<file path="config.mk">
export PLATFORM = sky130hd
export DESIGN_NAME = alu_ctrl_stage_flat
export DESIGN_NICKNAME = d
export VERILOG_FILES = /design/src/rtl/alu_ctrl_stage_pkg.sv /design/src/rtl/alu_ctrl_stage_if.sv /design/src/rtl/alu_ctrl_stage_dec.sv /design/src/rtl/alu_ctrl_stage.sv /design/src/flat_wrapper.sv
export SDC_FILE = /design/constraint.sdc
export NUM_CORES = 1
export LEC_CHECK = 0
export BUFFER_PORTS_ARGS = -buffer_cell sky130_fd_sc_hd__buf_4
export CAP_MARGIN = 20
export CORE_ASPECT_RATIO = 0.9
export CORE_MARGIN = 5
export CORE_UTILIZATION = 51
export CTS_CLUSTER_SIZE = 24
export DETAILED_ROUTE_END_ITERATION = 12
export MAX_ROUTING_LAYER = met4
export PLACE_DENSITY = 0.79
export SLEW_MARGIN = 20
export SYNTH_ARGS = -nofsm -noshare
export SYNTH_HDL_FRONTEND = slang
export SYNTH_SLANG_ARGS = --single-unit
</file>
<file path="constraint.sdc">
create_clock -name clk -period 4.1 [get_ports clk]
set_input_delay 0.205 -clock clk [delete_from_list [all_inputs] [get_ports clk]]
set_output_delay 0.205 -clock clk [all_outputs]
set_load 0.01 [all_outputs]
</file>
<file path="src/rtl/alu_ctrl_stage_pkg.sv">
// Shared ALU control types and LEGv8 opcode constants.
// Used by the ID/EX control stage and by the execute-stage ALU.
package alu_pkg;

    typedef logic [3:0] alu_ctrl_t;

    localparam alu_ctrl_t ALU_AND   = 4'b0000;
    localparam alu_ctrl_t ALU_ORR   = 4'b0001;
    localparam alu_ctrl_t ALU_ADD   = 4'b0010;
    localparam alu_ctrl_t ALU_SUB   = 4'b0110;
    localparam alu_ctrl_t ALU_PASSB = 4'b0111;
    localparam alu_ctrl_t ALU_NOR   = 4'b1100;
    localparam alu_ctrl_t ALU_PASSA = 4'b1111;

    localparam logic [1:0] OP_MEM = 2'b00;
    localparam logic [1:0] OP_CBZ = 2'b01;
    localparam logic [1:0] OP_R   = 2'b10;
    localparam logic [1:0] OP_I   = 2'b11;

    localparam logic [10:0] OPC_ADD  = 11'b10001011000;
    localparam logic [10:0] OPC_SUB  = 11'b11001011000;
    localparam logic [10:0] OPC_AND  = 11'b10001010000;
    localparam logic [10:0] OPC_ORR  = 11'b10101010000;
    localparam logic [10:0] OPC_ADDI = 11'b10010001000;
    localparam logic [10:0] OPC_SUBI = 11'b11010001000;

    typedef struct packed {
        alu_ctrl_t ctrl;
        logic      illegal;
    } dec_t;

    // I-type opcodes ignore bit 0
    function automatic logic i_match(
        input logic [10:0] opc,
        input logic [10:0] base
    );
        return opc[10:1] == base[10:1];
    endfunction

endpackage

</file>
<file path="src/rtl/alu_ctrl_stage_if.sv">
// ID-side and EX-side handshake bundle of the ALU control stage.
// master = ID/EX neighbours, slave = the stage itself.
interface alu_ctrl_stage_if #(
    parameter int TAG_W = 5
);
    import alu_pkg::*;

    logic             in_valid;
    logic             in_ready;
    logic [1:0]       alu_op;
    logic [10:0]      opcode;
    logic [TAG_W-1:0] in_tag;
    logic             out_valid;
    logic             out_ready;
    alu_ctrl_t        alu_control;
    logic [TAG_W-1:0] out_tag;
    logic             illegal;

    modport master (
        output in_valid, alu_op, opcode, in_tag, out_ready,
        input  in_ready, out_valid, alu_control, out_tag, illegal
    );

    modport slave (
        input  in_valid, alu_op, opcode, in_tag, out_ready,
        output in_ready, out_valid, alu_control, out_tag, illegal
    );

endinterface

</file>
<file path="src/rtl/alu_ctrl_stage_dec.sv">
// Combinational ALUOp/opcode to ALUControl decoder.
// Shared with the single-cycle datapath.
module alu_ctrl_dec
    import alu_pkg::*;
(
    input  logic [1:0]  alu_op,
    input  logic [10:0] opcode,
    output alu_ctrl_t   alu_control,
    output logic        illegal
);

    always_comb begin
        alu_control = ALU_PASSA;
        illegal     = 1'b1;
        unique case (1'b1)
            alu_op == OP_MEM: begin
                alu_control = ALU_ADD;
                illegal     = 1'b0;
            end
            alu_op == OP_CBZ: begin
                alu_control = ALU_PASSB;
                illegal     = 1'b0;
            end
            alu_op == OP_R && opcode == OPC_ADD: begin
                alu_control = ALU_ADD;
                illegal     = 1'b0;
            end
            alu_op == OP_R && opcode == OPC_SUB: begin
                alu_control = ALU_SUB;
                illegal     = 1'b0;
            end
            alu_op == OP_R && opcode == OPC_AND: begin
                alu_control = ALU_AND;
                illegal     = 1'b0;
            end
            alu_op == OP_R && opcode == OPC_ORR: begin
                alu_control = ALU_ORR;
                illegal     = 1'b0;
            end
            alu_op == OP_I && i_match(opcode, OPC_ADDI): begin
                alu_control = ALU_ADD;
                illegal     = 1'b0;
            end
            alu_op == OP_I && i_match(opcode, OPC_SUBI): begin
                alu_control = ALU_SUB;
                illegal     = 1'b0;
            end
            default: begin
            end
        endcase
    end

endmodule

</file>
<file path="src/rtl/alu_ctrl_stage.sv">
// ID/EX ALU control slot with a one-entry skid buffer.
// in_ready depends only on skid state, never on out_ready.
module alu_ctrl_stage
    import alu_pkg::*;
#(
    parameter int TAG_W = 5
) (
    input logic              clk,
    input logic              reset,
    input logic              flush,
    alu_ctrl_stage_if.slave  bus
);

    dec_t             dec;
    alu_ctrl_t        dec_ctrl;
    logic             dec_ill;

    logic             out_v;
    logic             out_v_n;
    dec_t             out_d;
    logic [TAG_W-1:0] out_t;

    logic             skid_v;
    logic             skid_v_n;
    dec_t             skid_d;
    logic [TAG_W-1:0] skid_t;

    logic             accept;
    logic             slot_free;
    logic             from_skid;
    logic             load_out;
    logic             load_skid;

    alu_ctrl_dec u_dec (
        .alu_op      (bus.alu_op),
        .opcode      (bus.opcode),
        .alu_control (dec_ctrl),
        .illegal     (dec_ill)
    );

    assign dec = '{ctrl: dec_ctrl, illegal: dec_ill};

    always_comb begin
        accept    = bus.in_valid & ~skid_v & ~flush;
        slot_free = ~out_v | bus.out_ready;
        from_skid = slot_free & skid_v;
        load_out  = ~flush & slot_free & (skid_v | accept);
        load_skid = ~flush & ~slot_free & accept;
        // flush wins over hold; a pop in the same cycle is still consumed
        out_v_n   = load_out | (out_v & ~slot_free & ~flush);
        skid_v_n  = load_skid | (skid_v & ~slot_free & ~flush);
    end

    always_ff @(posedge clk or negedge reset) begin
        if (!reset) begin
            out_v  <= 1'b0;
            skid_v <= 1'b0;
            out_d  <= '0;
            out_t  <= '0;
            skid_d <= '0;
            skid_t <= '0;
        end else begin
            out_v  <= out_v_n;
            skid_v <= skid_v_n;
            if (load_out) begin
                out_d <= from_skid ? skid_d : dec;
                out_t <= from_skid ? skid_t : bus.in_tag;
            end
            if (load_skid) begin
                skid_d <= dec;
                skid_t <= bus.in_tag;
            end
        end
    end

    assign bus.in_ready    = ~skid_v;
    assign bus.out_valid   = out_v;
    assign bus.alu_control = out_d.ctrl;
    assign bus.illegal     = out_d.illegal;
    assign bus.out_tag     = out_t;

endmodule

</file>
<file path="src/flat_wrapper.sv">
// flat-port wrapper written by rule: the top's interface ports become plain ports
module alu_ctrl_stage_flat import alu_pkg::*;
#(
    parameter int TAG_W = 5
)
  (clk, reset, flush, bus_in_valid, bus_alu_op, bus_opcode, bus_in_tag, bus_out_ready, bus_in_ready, bus_out_valid, bus_alu_control, bus_out_tag, bus_illegal);
  alu_ctrl_stage_if #(.TAG_W(TAG_W)) bus_i ();
  input logic clk;
  input logic reset;
  input logic flush;
  input wire logic [$bits(bus_i.in_valid)-1:0] bus_in_valid;
  input wire logic [$bits(bus_i.alu_op)-1:0] bus_alu_op;
  input wire logic [$bits(bus_i.opcode)-1:0] bus_opcode;
  input wire logic [$bits(bus_i.in_tag)-1:0] bus_in_tag;
  input wire logic [$bits(bus_i.out_ready)-1:0] bus_out_ready;
  output wire logic [$bits(bus_i.in_ready)-1:0] bus_in_ready;
  output wire logic [$bits(bus_i.out_valid)-1:0] bus_out_valid;
  output wire logic [$bits(bus_i.alu_control)-1:0] bus_alu_control;
  output wire logic [$bits(bus_i.out_tag)-1:0] bus_out_tag;
  output wire logic [$bits(bus_i.illegal)-1:0] bus_illegal;
  assign bus_i.in_valid = bus_in_valid;
  assign bus_i.alu_op = bus_alu_op;
  assign bus_i.opcode = bus_opcode;
  assign bus_i.in_tag = bus_in_tag;
  assign bus_i.out_ready = bus_out_ready;
  assign bus_in_ready = bus_i.in_ready;
  assign bus_out_valid = bus_i.out_valid;
  assign bus_alu_control = bus_i.alu_control;
  assign bus_out_tag = bus_i.out_tag;
  assign bus_illegal = bus_i.illegal;
  alu_ctrl_stage #(.TAG_W(TAG_W)) u_core (.clk(clk), .reset(reset), .flush(flush), .bus(bus_i));
endmodule
</file>
Word level (Yosys, flattened, before mapping)
Cells that the tools add are included.

Bits of input ports: 23. Word-level logic and storage cells: 50. Output and inout bits: 12. Register bits after elaboration: 22.

Bitwise gates (word level): 19. Reduce and logical (&&, ||, !) cells: 10. Equal/unequal tests: 9. Multiplexer cells: 4.

Operator list (number): 11-bit == test (second input constant) (4); 10-bit == test (second input constant) (2); 4-bit one-hot mux with 5 select lines (1); 1-bit bitwise AND (11); 5-bit 2-to-1 mux (2); 8-bit OR reduction (1); 1-bit logical AND (6); 2-bit == test (second input constant) (2); 1-bit inverter (4); 1-bit bitwise OR (4); 3-bit OR reduction (1); 2-bit by 1-bit == test with 1-bit output (second input constant) (1); 2-bit logical NOT (1); 2-bit OR reduction (1); 1-bit 2-to-1 mux (1).

Logic depth before layout (Yosys ltp)
Gate-level depths: netlist of the first run.

Word-level depth: 6. Gate-level depth with buffers: 6. Depth with buffers taken out: 4.

By module
Synthesis of the first run repeated with hierarchy kept, for this count alone.

Cells, all modules: 94. Area total of the unflattened synthesis: 1189.9 um^2.

Modules (own cells, without submodules): alu_ctrl_stage (times used 1, area each 1029.7 um^2, cells each 76); alu_ctrl_dec (times used 1, area each 160.2 um^2, cells each 18).

Worst setup path before layout of the first run
No wires, ideal clock.

Kind: register to register. Start: register u_core.out_v (netlist: u_core.bus.out_valid). End: register u_core.skid_d[2] (netlist bit). Slack: 2.730 ns. Library setup time: 0.127 ns. Clock period less this slack: 1.370 ns. Arrival: 1.243 ns. Stages on the path, launching flop included: 6. Path buffers: 2. Cells stage by stage: dfrtp_1 > nor2b_2 > buf_6 > nand3_2 > buf_6 > mux2_1.

Word-level cells in the longest chain between the ends: 5.

Ends and longest elaborated chain: start: declaration (line alu_ctrl_stage.sv:18) `logic out_v;`; start signal: assignment (line alu_ctrl_stage.sv:63) `out_v <= out_v_n;`; 1-bit inverter (line alu_ctrl_stage.sv:45) `slot_free = ~out_v | bus.out_ready;`; 1-bit bitwise OR (line alu_ctrl_stage.sv:45); 1-bit inverter (line alu_ctrl_stage.sv:48) `load_skid = ~flush & ~slot_free & accept;`; 1-bit bitwise AND (2 in series) (line alu_ctrl_stage.sv:48); end signal: assignment (line alu_ctrl_stage.sv:60) `skid_d <= '0;`; end signal: assignment (line alu_ctrl_stage.sv:70) `skid_d <= dec;`; end: declaration (line alu_ctrl_stage.sv:25) `dec_t skid_d;`.

No other way between the ends. A chain may end at the register's enable or synchronous reset.

Worst setup path after layout of the first run
Start: register u_core.out_v (netlist: u_core.bus.out_valid). End: register u_core.skid_t[0].

Word-level cells in the longest chain between the ends: 5.

Ends and longest elaborated chain: 1-bit inverter (line alu_ctrl_stage.sv:45); 1-bit bitwise OR (line alu_ctrl_stage.sv:45); 1-bit inverter (line alu_ctrl_stage.sv:48); 1-bit bitwise AND (2 in series) (line alu_ctrl_stage.sv:48); end signal: assignment (line alu_ctrl_stage.sv:71) `skid_t <= bus.in_tag;`; end: declaration (line alu_ctrl_stage.sv:26) `logic [TAG_W-1:0] skid_t;`.

No other way between the ends.

==> flow_metrics.env, run 1 <==
export IMPL_outcome="finished clean"
export IMPL_cts_resized=0
export IMPL_critical_path_max_fanout=13
export IMPL_drc=0
export IMPL_grt_use_total=0.157
export IMPL_maxCapViolCount=0
export IMPL_synthCells=101
export IMPL_final_nets=160
export IMPL_n_antenna_cell=0
export IMPL_crit_required_ns=4.29
export IMPL_min_from="bus_in_tag[1]"
export IMPL_grt_pass1_vias=909
export IMPL_ir_drop_mv=0.312
export IMPL_synth_top_family_by_area="simple AND/OR/NAND/NOR gates"
export IMPL_critPathLaunchType="flip-flop"
export IMPL_finalSetupTns_ns=0
export IMPL_synth_top_area_share=0.462
export IMPL_post_route_util=0.683
export IMPL_ff2ff_path_depth=3
export IMPL_die_h_um=55.8
export IMPL_regArea_um2=551
export IMPL_setup_viol=0
export IMPL_ant_nets=0
export IMPL_ys_warn_count=0
export IMPL_multi_input_area_um2=587
export IMPL_numPortBuffers=34
export IMPL_power_density_mw_per_mm2=384
export IMPL_hold_viol=0
export IMPL_grt_pass1_wl_um=4100
export IMPL_r2r_setup_slack_ns=2.38
export IMPL_initial_core_util=0.541
export IMPL_antenna_found_initial=0
export IMPL_synthXorXnorAreaFrac=0
export IMPL_cts_sinks=22
export IMPL_synth_compound_area_frac=0.182
export IMPL_area_growth_pct=26.3
export IMPL_rows=16
export IMPL_cts_root_buf="clkbuf_4"
export IMPL_firstDrtPassIters=4
export IMPL_clock_latency_ns=0.31
export IMPL_hold_end="u_core.skid_t[1]"
export IMPL_routed_wl_um=2430
export IMPL_syn_area_per_cell_um2=11.8
export IMPL_dieArea_mm2=0.00340
export IMPL_die_x_um=60.9
export IMPL_rsz0062_at_grt="false"
export IMPL_r2r_end="u_core.skid_t[0]"
export IMPL_ys_top_cells_by_count="dfrtp_1, nor2_1, a21oi_1"
export IMPL_ioPinCount=35
export IMPL_worst_path_buf_inv=0
export IMPL_cts_buffers=3
export IMPL_yosys_mux_area_fraction=0.0987
export IMPL_ys_seq_area_frac=0.462
export IMPL_synthArstFlopShare=1.00
export IMPL_crit_family="simple AND/OR/NAND/NOR gates"
export IMPL_synth_ff_type="dfrtp_1"
export IMPL_period_needed_ns=1.72
export IMPL_cts_max_level=1
export IMPL_fmax_mhz=581
export IMPL_synth_edf_count=0
export IMPL_synth_top_cells_by_area="dfrtp_1, mux2i_1, a211oi_2, nor2_1, buf_6"
export IMPL_post_route_period_util=0.420
export IMPL_grt_overflow=0
export IMPL_crit_arrival_ns=1.91
export IMPL_worstPathCellList="nor2b_2 -> nand3_2 -> mux2_1"
export IMPL_drive_above_1_share=0.449
export IMPL_slowest_delay_ns=0.44
export IMPL_clk_pin_slew_worst_paths_ns=0.13
export IMPL_post_synth_top_count_cell="dfrtp_1"
export IMPL_grt_start_max_net_pins=23
export IMPL_cp_slowest_cell="nor2b_2"
export IMPL_core_area_mm2=0.00220
export IMPL_vias=911
export IMPL_cts_buffer_depth=2
export IMPL_place_congestion=0.803
export IMPL_critPathCaptureType="flip-flop"
export IMPL_criticalPathCategory="flip-flop to flip-flop"
export IMPL_dp_hpwl_um=1900
export IMPL_drtIter0Drc=17
export IMPL_synth_adder_area_share=0
export IMPL_yosys_area_share_simple=0.212
export IMPL_yosys_register_bits=22
export IMPL_whs_path_depth=2
export IMPL_syn_area_mm2=0.00119
export IMPL_p_leak_nw=0.654
export IMPL_yosysUniqueCellTypes=40
export IMPL_slew_viol_final=0
export IMPL_cts_tree="done"
export IMPL_syn_num_nets=124
export IMPL_slew_headroom=0.591
export IMPL_wire_per_inst_um=14.9
export IMPL_viasPerCell=5.59
export IMPL_yosys_area_top_type="dfrtp_1"
export IMPL_nFillCells=181
export IMPL_tightest_slew_ns=0.611
export IMPL_r2r_start="u_core.bus.out_valid"
export IMPL_hp_class="input port to flip-flop"
export IMPL_fin_skew_ns=0.0103
## repair_timing
action | 4_1_cts | 5_1_grt
setup buffers | 0 | 0
hold buffers | 1 | 0
endpoints found under the hold margin | 22 | 0
## cells by family (layout without fill, tap and decap cells)
| logic type | Yosys count | count (layout) |
|---|---|---|
| muxes | 11 | 11 |
| AOI/OAI and AO/OA | 24 | 24 |
| and+or+nand+nor | 36 | 36 |
| buffers and inverters | 8 | 43 |
| DFF | 22 | 22 |
## layer usage
metal	part of all wire	global-route usage	vias up
met4	0	0	0
met2	0.52	0.255	24
met1	0.43	0.213	440
met3	0.053	0.0348	0
li1	-	-	447
met5	0	-	-
## metrics by stage
| step | cell area (um^2) | setup WS [ns] | total power [mW] | std cells | hold WS (ns) |
|---|---|---|---|---|---|
| floorplan | 1190 | 2.73 | 0.353 | 101 | -0.0906 |
| global placement | 1440 | 2.51 | 0.412 | 158 | 0.103 |
| detailed placement | 1440 | 2.41 | 0.417 | 158 | 0.110 |
| CTS | 1500 | 2.36 | 0.582 | 163 | 0.116 |
| global route | 1500 | 2.24 | 0.606 | 163 | 0.0988 |
| finish | 1500 | 2.38 | 0.577 | 163 | 0.119 |
## layout by cell type (no fill, tap or decap), types with 2 or more instances in the layout
| master | count |
|---|---|
| clkbuf_4 | 3 |
| mux2_2 | 3 |
| a21oi_1 | 6 |
| a31oi_1 | 2 |
| dfrtp_1 | 22 |
| o21ai_1 | 3 |
| mux2_1 | 3 |
| mux2i_1 | 5 |
| and4bb_2 | 2 |
| inv_1 | 3 |
| buf_4 | 34 |
| nor2_1 | 9 |
| nand2_1 | 5 |
| nor4_1 | 4 |
| a211oi_2 | 3 |
| a21oi_2 | 3 |
## worst max-delay path by stage
| stage | from | to | slack, ns | depth (start not counted) |
|---|---|---|---|---|
| finish | u_core.bus.out_valid | u_core.skid_t[0] | 2.38 | 3 |
| global route | u_core.bus.out_valid | u_core.skid_t[0] | 2.24 | 3 |
| CTS | u_core.bus.out_valid | u_core.skid_t[0] | 2.36 | 3 |
| detailed placement | u_core.bus.out_valid | u_core.skid_d[2] | 2.41 | 3 |
| global placement | u_core.bus.out_valid | u_core.skid_t[1] | 2.51 | 3 |
| floorplan | u_core.bus.out_valid | u_core.skid_d[2] | 2.73 | 5 |
## flip-flops by register name (all words and copies together), names as in the netlist
name                    cells
u_core.bus.out_tag          5
u_core.skid_d               5
u_core.skid_t               5
u_core.bus.alu_control      4
u_core.bus.illegal          1
u_core.bus.out_valid        1
u_core.skid_v               1
## final cells by class
cell class / instances / area share
flip-flops and latches: 22 / 0.366
clock inverters: 1 / 0.0200
clock buffers: 3 / 0.0150
multi-input cells: 71 / 0.390
inverters: 4 / 0.00998
repair buffers: 35 / 0.176
well taps: 27 / 0.0225
## where the power goes
part | total, mW | internal [mW] | leakage [nW] | switching [mW]
Clock | 0.165 | 0.0988 | 0.0279 | 0.0662
Combinational | 0.132 | 0.0703 | 0.373 | 0.0613
Sequential | 0.281 | 0.258 | 0.253 | 0.0228
Note: power is estimated with default switching activity, not from simulation.
==> run 2: changes to the inputs <==
--- a/config.mk
+++ b/config.mk
@@ -5,15 +5,16 @@
 export SDC_FILE = /design/constraint.sdc
 export NUM_CORES = 1
 export LEC_CHECK = 0
+export ABC_AREA = 1
 export BUFFER_PORTS_ARGS = -buffer_cell sky130_fd_sc_hd__buf_4
 export CAP_MARGIN = 20
 export CORE_ASPECT_RATIO = 0.9
 export CORE_MARGIN = 5
-export CORE_UTILIZATION = 51
+export CORE_UTILIZATION = 50
 export CTS_CLUSTER_SIZE = 24
 export DETAILED_ROUTE_END_ITERATION = 12
 export MAX_ROUTING_LAYER = met4
-export PLACE_DENSITY = 0.79
+export PLACE_DENSITY = 0.77
 export SLEW_MARGIN = 20
 export SYNTH_ARGS = -nofsm -noshare
 export SYNTH_HDL_FRONTEND = slang
==> constraint.sdc (replaced) <==
create_clock -name clk -period 1.7 [get_ports clk]
set_input_delay 0.085 -clock clk [delete_from_list [all_inputs] [get_ports clk]]
set_output_delay 0.085 -clock clk [all_outputs]
set_load 0.01 [all_outputs]
==> run 2 against run 1 <==
  * Combinational power grew to 2.6 times the previous value
  * Sequential power grew 150%
  * Clock skew grew 0.0061 ns
  * Utilization grew 2.7 points
  * Design area grew 5.9%
  * Clock-buffer cell count is the same
  * Setup slack lost 2.1 ns
  * Critical path type unchanged
  * Critical endpoint is now u_core.skid_t[1]
  * Largest cell class is now registers
  * Highest routed layer is now met4
==> flow_metrics.env, run 2 <==
export IMPL_antenna_found_initial=0
export IMPL_clk_pin_slew_worst_paths_ns=0.13
export IMPL_cts_buffer_depth=2
export IMPL_vias=1152
export IMPL_yosysUniqueCellTypes=18
export IMPL_period_needed_ns=1.39
export IMPL_outcome="finished clean"
export IMPL_clock_latency_ns=0.32
export IMPL_core_area_mm2=0.00224
export IMPL_cts_resized=0
export IMPL_ant_nets=0
export IMPL_cts_tree="done"
export IMPL_syn_area_per_cell_um2=7.35
export IMPL_synth_edf_count=0
export IMPL_die_x_um=61.6
export IMPL_numPortBuffers=34
export IMPL_ys_warn_count=0
export IMPL_cts_setup_buffers=0
export IMPL_rsz0062_at_grt="false"
export IMPL_grt_overflow=0
export IMPL_hold_viol=0
export IMPL_n_antenna_cell=0
export IMPL_critical_path_max_fanout=10
export IMPL_grt_pass1_vias=1150
export IMPL_switching_share=0.273
export IMPL_power_density_mw_per_mm2=907
export IMPL_dieArea_mm2=0.00348
export IMPL_synthCells=163
export IMPL_synth_top_cells_by_area="dfrtp_1, nand2_1, nor2_1, inv_1, a21oi_1"
export IMPL_syn_area_mm2=0.00120
export IMPL_ir_drop_mv=1.08
export IMPL_yosys_area_top_type="dfrtp_1"
export IMPL_crit_arrival_ns=1.64
export IMPL_grt_pass1_wl_um=4830
export IMPL_synth_ff_type="dfrtp_1"
export IMPL_hp_class="input port to flip-flop"
export IMPL_p_int_mw=1.05
export IMPL_power_frac_comb=0.237
export IMPL_critPathLaunchType="flip-flop"
export IMPL_total_power_mw=1.45
export IMPL_drive_above_1_share=0.237
export IMPL_fmax_mhz=719
export IMPL_post_synth_top_count_cell="nand2_1"
export IMPL_maxCapViolCount=0
export IMPL_cts_root_buf="clkbuf_4"
export IMPL_cts_max_level=1
export IMPL_p_sw_mw=0.394
export IMPL_wire_per_inst_um=11.5
export IMPL_holdBufCountCts=6
export IMPL_cts_sinks=22
export IMPL_dp_hpwl_um=2080
export IMPL_ys_seq_area_frac=0.459
export IMPL_grt_use_total=0.185
export IMPL_initial_core_util=0.535
export IMPL_tightest_slew_ns=0.280
export IMPL_final_nets=231
export IMPL_fin_skew_ns=0.0164
export IMPL_slew_headroom=0.813
export IMPL_crit_required_ns=1.95
export IMPL_ioPinCount=35
export IMPL_viasPerCell=4.92
export IMPL_syn_num_nets=186
export IMPL_ys_top_cells_by_count="nand2_1, nor2_1, dfrtp_1"
export IMPL_synthArstFlopShare=1.00
export IMPL_drc=0
export IMPL_rows=16
export IMPL_layout_commonest_cell="nand2_1"
export IMPL_power_frac_clock=0.279
export IMPL_layout_common_cells="nand2_1, buf_4, nor2_1, dfrtp_1, inv_1"
export IMPL_place_congestion=0.845
export IMPL_die_h_um=56.5
export IMPL_grt_start_max_net_pins=23
export IMPL_finalSetupTns_ns=0
export IMPL_critPathCaptureType="flip-flop"
export IMPL_routed_wl_um=2700
export IMPL_firstDrtPassIters=4
export IMPL_drtIter0Drc=42
export IMPL_area_growth_pct=32.9
export IMPL_synth_top_area_share=0.459
export IMPL_post_route_period_util=0.818
export IMPL_p_leak_nw=0.820
export IMPL_power_frac_seq=0.484
export IMPL_slew_viol_final=0
export IMPL_setup_viol=0
export IMPL_nFillCells=166
export IMPL_yosys_register_bits=22
export IMPL_criticalPathCategory="flip-flop to flip-flop"
export IMPL_cts_buffers=3
[run 2: final cells by class]
cell class | count | area, um^2 | area share
well taps | 27 | 33.8 | 0.0212
inverters | 22 | 82.6 | 0.0518
repair buffers | 42 | 330 | 0.207
clock inverters | 1 | 30.0 | 0.0189
flip-flops and latches | 22 | 551 | 0.346
clock buffers | 3 | 22.5 | 0.0141
multi-input cells | 117 | 543 | 0.341
[run 2: routing by layer]
| metal | up-vias | global-route usage | wire [um] |
|---|---|---|---|
| met5 | - | - | 0 |
| li1 | 599 | - | - |
| met1 | 517 | 0.244 | 1210 |
| met4 | 0 | 0.0424 | 21 |
| met3 | 4 | 0.0505 | 168 |
| met2 | 32 | 0.283 | 1300 |
[run 2: path summary, 6_finish.rpt]
path | from | end | slack [ns] | cells past startpoint
max | u_core.bus.out_valid | u_core.skid_t[1] | 0.31 | 9
min | flush | u_core.skid_v | 0.03 | 4
max reg2reg | u_core.bus.out_valid | u_core.skid_t[1] | 0.31 | 9
min reg2reg | u_core.bus.alu_control[0] | u_core.bus.alu_control[0] | 0.49 | 2
max in group asynchronous | reset | u_core.bus.out_tag[1] | 1.30 | 2
min in group asynchronous | reset | u_core.bus.alu_control[2] | 0.17 | 2
[run 2: critical path: stages (launching register included)]
cell and delay, ns:
dfrtp_1 0.37, inv_1 0.06, nor2_4 0.12, inv_2 0.05, nor2_2 0.09, inv_2 0.06
nor3_4 0.23, buf_4 0.22, nand2_1 0.06, o21ai_0 0.06
[run 2: logic make-up after synthesis]
| group | count (synthesis) | synth area share |
|---|---|---|
| AO/OA/AOI/OAI | 24 | 0.122 |
| buffers and inverters | 24 | 0.0877 |
| flip-flops | 22 | 0.459 |
| AND/OR/NAND/NOR | 93 | 0.331 |
[run 2: stage by stage]
step	hold WS, ns	utilization	setup slack (ns)	cell area [um^2]	cells
after global routing	0.0215	0.710	0.126	1590	234
after global placement	-0.0190	0.660	0.363	1480	224
after detailed placement	-0.0102	0.660	0.316	1480	224
final	0.0297	0.710	0.310	1590	234
after CTS	0.0210	0.710	0.301	1590	234
after floorplan	-0.211	-	0.381	1200	163
[run 2: power groups by stage]
stage	Combinational [mW]	Sequential (mW)	Clock (mW)
after floorplan	0.155	0.717	0
after global placement	0.323	0.706	0
after detailed placement	0.335	0.706	0
after CTS	0.346	0.700	0.414
after global routing	0.390	0.715	0.439
final	0.342	0.700	0.403
